--- src/rtl/crc8_serial.sv ---
// Bit-serial CRC-8 LFSR, MSB-first, one message bit absorbed per enabled clock.
// Defaults give CRC-8/SMBUS (no reflection, no final XOR); bit_count saturates at 255.
module crc8_serial #(
  parameter logic [7:0] POLY = 8'h07,
  parameter logic [7:0] INIT = 8'h00
) (
  input  logic       enable,
  input  logic       clk,
  input  logic       reset,
  input  logic       din,
  output logic [7:0] crc_out,
  output logic       zero,
  output logic [7:0] bit_count
);

  logic [7:0] r_crc;
  logic [7:0] r_count;
  logic       w_fb;
  logic [7:0] w_crc_next;
  logic       w_count_full;

  assign w_fb         = r_crc[7] ^ din;
  assign w_crc_next   = {r_crc[6:0], 1'b0} ^ (w_fb ? POLY : 8'h00);
  assign w_count_full = (r_count == 8'hFF);

  // Count stops at 255 so long frames keep a correct CRC without wrapping the counter.
  always_ff @(posedge clk or negedge reset) begin
    if (!reset) begin
      r_crc   <= INIT;
      r_count <= 8'h00;
    end else if (enable) begin
      r_crc <= w_crc_next;
      if (!w_count_full) begin
        r_count <= r_count + 8'h01;
      end
    end
  end

  assign crc_out   = r_crc;
  assign zero      = (r_crc == 8'h00);
  assign bit_count = r_count;

endmodule

--- config.mk ---
export PLATFORM = sky130hd
export DESIGN_NAME = crc8_serial
export DESIGN_NICKNAME = d
export VERILOG_FILES = /design/src/rtl/crc8_serial.sv
export SDC_FILE = /design/constraint.sdc
export NUM_CORES = 1
export LEC_CHECK = 0
export BUFFER_PORTS_ARGS = -buffer_cell sky130_fd_sc_hd__buf_2
export CAP_MARGIN = 20
export CORE_MARGIN = 2
export CORE_UTILIZATION = 50
export DETAILED_ROUTE_END_ITERATION = 8
export GPL_TIMING_DRIVEN = 1
export PLACE_DENSITY = 0.77
export RECOVER_POWER = 100
export SLEW_MARGIN = 20
export SYNTH_ARGS = -nofsm -noshare
export SYNTH_HDL_FRONTEND = slang
export SYNTH_SLANG_ARGS = --single-unit
--- constraint.sdc ---
create_clock -name clk -period 2.05 [get_ports clk]
set_input_delay 0.41 -clock clk [delete_from_list [all_inputs] [get_ports clk]]
set_output_delay 0.41 -clock clk [all_outputs]
set_load 0.02 [all_outputs]
# Yosys cells after proc, flatten, opt, wreduce, memory -nomap -nowiden
# Index checks and enable logic that the tools add are counted.
[classes] shifts=0 n_lt_le_gt_ge=0 add_sub_neg=1 n_div=0 n_mul=0 mux=1 n_reduce_logical=2 n_eq_ne=1 n_bitwise=3
[op_table] cell="8-bit by 1-bit adder with 8-bit output, second input constant" n=1
[op_table] cell="8-bit equality test, second input constant" n=1
[op_table] cell="8-bit logical NOT" n=1
[op_table] cell="8-bit by 3-bit bitwise XOR with 8-bit output" n=1
[op_table] cell="3-bit 2-to-1 mux" n=1
[op_table] cell="2-bit AND reduction" n=1
[op_table] cell="1-bit inverter" n=1
[op_table] cell="1-bit bitwise XOR" n=1
[word_totals] ram_bits=0 n_memories=0 latchBits=0 reg_bits=16 out_inout_bits=17 mem_bits_ro=0 in_bits=4

# Depth between registers and ports, before layout
[depth] depth_word=3 ltp_mapped=4 mapped_depth_nobuf=4

# Worst setup path after synthesis
# Ideal clock, no wire load.
[synth_timing] path_kind="register to output" start="reg r_crc[7] (netlist: crc_out[7])" end="out zero" path_stages_with_launch=3 setup_slack_ns=0.336 n_path_buf=0 required_ns=1.640 arrival_time_ns=1.304 path_cell_list="dfrtp_1 -> or4_1 -> nor2_1"
[synth_between] elab_chain_cells=1
[synth_lines] element="start, declared" line="16" rtl="logic [7:0] r_crc;"
[synth_lines] element="start signal, assigned" line="32" rtl="r_crc <= w_crc_next;"
[synth_lines] element="8-bit logical NOT" line="40" rtl="assign zero = (r_crc == 8'h00);"
[synth_lines] element="end, declared" line="12" rtl="output logic zero,"
# No other way between the ends.

# Worst setup path after layout
# Ends and elaborated chain as after synthesis.

==> impl_metrics.tcl <==
set metrics [dict create \
    htree_num_levels 1 \
    maxCapViolations 0 \
    layout-drive-gt1-share_pct 18.1 \
    muxShareOfSynthArea_pct 13.0 \
    synthAdderAreaFrac_pct 1.61 \
    grt_pass1_vias 494 \
    ys_ff_latch 16 \
    clk_pin_slew_ps 90 \
    synthSimpleGateAreaFrac_pct 12.0 \
    cts.repair.resized 0 \
    globalRouteOverflowTotal 0 \
    cts_tree "built" \
    dp_hpwl_um 956 \
    required_ps 1640 \
    synth_top_family_by_area "multiplexers" \
    grt_pass1_wl_um 2220 \
    fin_cells 99 \
    clock-sinks 16 \
    endpoint_kind "output port" \
    insertedDiodeCount 0 \
    path_class "reg -> out" \
    synth-xor-area-share_pct 7.70 \
    rsz0062_at_grt "no" \
    ant_nets 0 \
    syn2layout_area_growth_pct 10.3 \
    met1_usage_pct 23.0 \
    top_usage_layer "met2" \
    io_pins 21 \
    fin_crit_sh_pct 92.6 \
    globalRouteMet2Util_pct 23.0 \
    setup_viol 0 \
    fin_nets 89 \
    clock_latency_ps 280 \
    cts_root_buf "clkbuf_4" \
    critPathMaxFanout 4 \
    coreArea_sq_um 1490 \
    cts_made_buffers 3 \
    synth_seq_area_share_pct 51.4 \
    num_vias 534 \
    cellPowerDensity_nw_per_um2 1670 \
    globalplace.congestion 0.768 \
    synth_compound_area_share_pct 8.35 \
    cts_hold_repair.buffers 0 \
    totalWireLength_um 1310 \
    grt_max_degree 17 \
    cp-start-kind "flip-flop" \
    seq_area_sq_um 400 \
    portBuffers 20 \
    synth_area_per_cell_sq_um 12.0 \
    fin_crit_ps 1900 \
    worstPathArrival_ps 1490 \
    fillCellCount 137 \
    drt_pre_antenna_iters 3 \
    dieWidth_um 43.5 \
    die_y_um 43.5 \
    synth_cell_types 24 \
    finalPower_mw 1.43 \
    antenna_found_initial 0 \
    multi_input_area_sq_um 322 \
    syn_inst 65 \
    viasPerCell 5.39 \
    dr.first_iter.drc_count 1 \
    use_met3_pct 4.58 \
    ir_worst_vdd_v 0.000775 \
    finish.utilization_pct 57.7 \
    place_inst 95 \
    leakagePower_nw 0.346 \
    wl_per_cell_um 13.2 \
    finalMaxSlewViolations 0 \
    finalHoldViolations 0 \
    ctsLongestPathBuffers 2 \
    drcViolationCount 0 \
    yosysWarnings 0 \
    fin_worst_skew_ps 5.57 \
    synth_area_sq_um 779 \
    hp-class "in -> async" \
    track_usage_pct 16.4 \
    max_freq_ghz 0.527 \
    syn-num-nets 70 \
    post-cts-setup-buffers 0 \
    outcome "finished clean" \
    initial_core_util_pct 52.4 \
    die_area_sq_um 1890 \
    tightest_slew_ps 828 \
    tns_ps 0 \
    max_slew_margin_pct 44.8 \
    rows 14 \
]
[layout by cell type (no fill, tap or decap), drive strengths merged]
cell / count
xnor2: 6
buf: 1
mux2: 9
or4: 2
dfrtp: 16
ha: 1
nor2: 3
nand2: 3
and4: 1
o31ai: 2
inv: 1
a31oi: 1
clkbuf: 23
o211ai: 1
a21oi: 4
nand3: 2
and3: 2
o21bai: 1
o21ai: 1
nand4: 2
nor2b: 1
[layer usage]
layer	up-vias	wire (um)
met2	11	585
met4	0	25
met5	-	0
met3	4	61
li1	268	-
met1	251	633
[report_power, final]
group	total, mW	leakage (nW)	switching (mW)	internal [mW]
logic	0.594	0.133	0.360	0.235
clock network	0.204	0.0210	0.0960	0.108
registers	0.636	0.192	0.173	0.464
[cell usage after synthesis]
library cell  number  share of area, %
a21oi_1            4               2.6
a31oi_1            1              0.80
and3_1             2               1.6
and4_1             1               1.1
buf_2              1              0.64
buf_4              5               4.8
dfrtp_1           16                51
ha_1               1               1.6
inv_1              1              0.48
mux2_1             1               1.4
mux2_2             8                12
nand2_1            3               1.4
nand3_1            2               1.3
nand4_1            1              0.80
nand4_2            1               1.6
nor2_1             3               1.4
nor2b_1            1              0.80
o211ai_1           1              0.96
o21ai_2            1               1.1
o21bai_1           1              0.96
o31ai_1            2               1.9
or4_1              2               1.9
xnor2_1            5               5.6
xnor2_2            1               2.1
[state kept, by name, summed over array words and instances (netlist names)]
signal,cells
crc_out,8
bit_count,8
[cell type report]
cell class / instances / area share (%)
Inverter: 1 / 0.437
Sequential cell: 16 / 46.6
Timing Repair Buffer: 20 / 9.02
Tap cell: 16 / 2.33
Multi-Input combinational cell: 42 / 37.4
Clock buffer: 4 / 4.22
[cells by family after synthesis]
kind of cell | after synthesis
buf+inv | 7
simple gates | 16
mux | 9
flops | 16
fa+ha+maj | 1
xor+xnor | 6
compound gates | 10
[path summary, 6_finish.rpt]
path	slack [ps]	startpoint	cells past startpoint	endpoint
min	190	reset	1	bit_count[4]
max in group asynchronous	1350	reset	1	crc_out[7]
max reg2reg	490	bit_count[0]	4	bit_count[1]
max	150	crc_out[7]	3	zero
min in group clk	520	bit_count[0]	1	bit_count[0]
min reg2reg	520	bit_count[0]	1	bit_count[0]
[worst max-delay path, cell delays in order, from the launching register on]
cell,delay [ps]
dfrtp_1,410
or4_1,530
nor2_1,90
clkbuf_2,170
[per-stage QoR]
stage | setup slack [ps] | hold slack [ps] | area [sq um]
2_1_floorplan | 336 | 114 | 779
3_3_place_gp | 476 | 338 | 857
3_5_place_dp | 450 | 338 | 857
4_1_cts | 129 | 20.7 | 893
5_1_grt | 79.9 | 256 | 860
6_report | 152 | 189 | 860
Power figures use the tool's default switching activity.
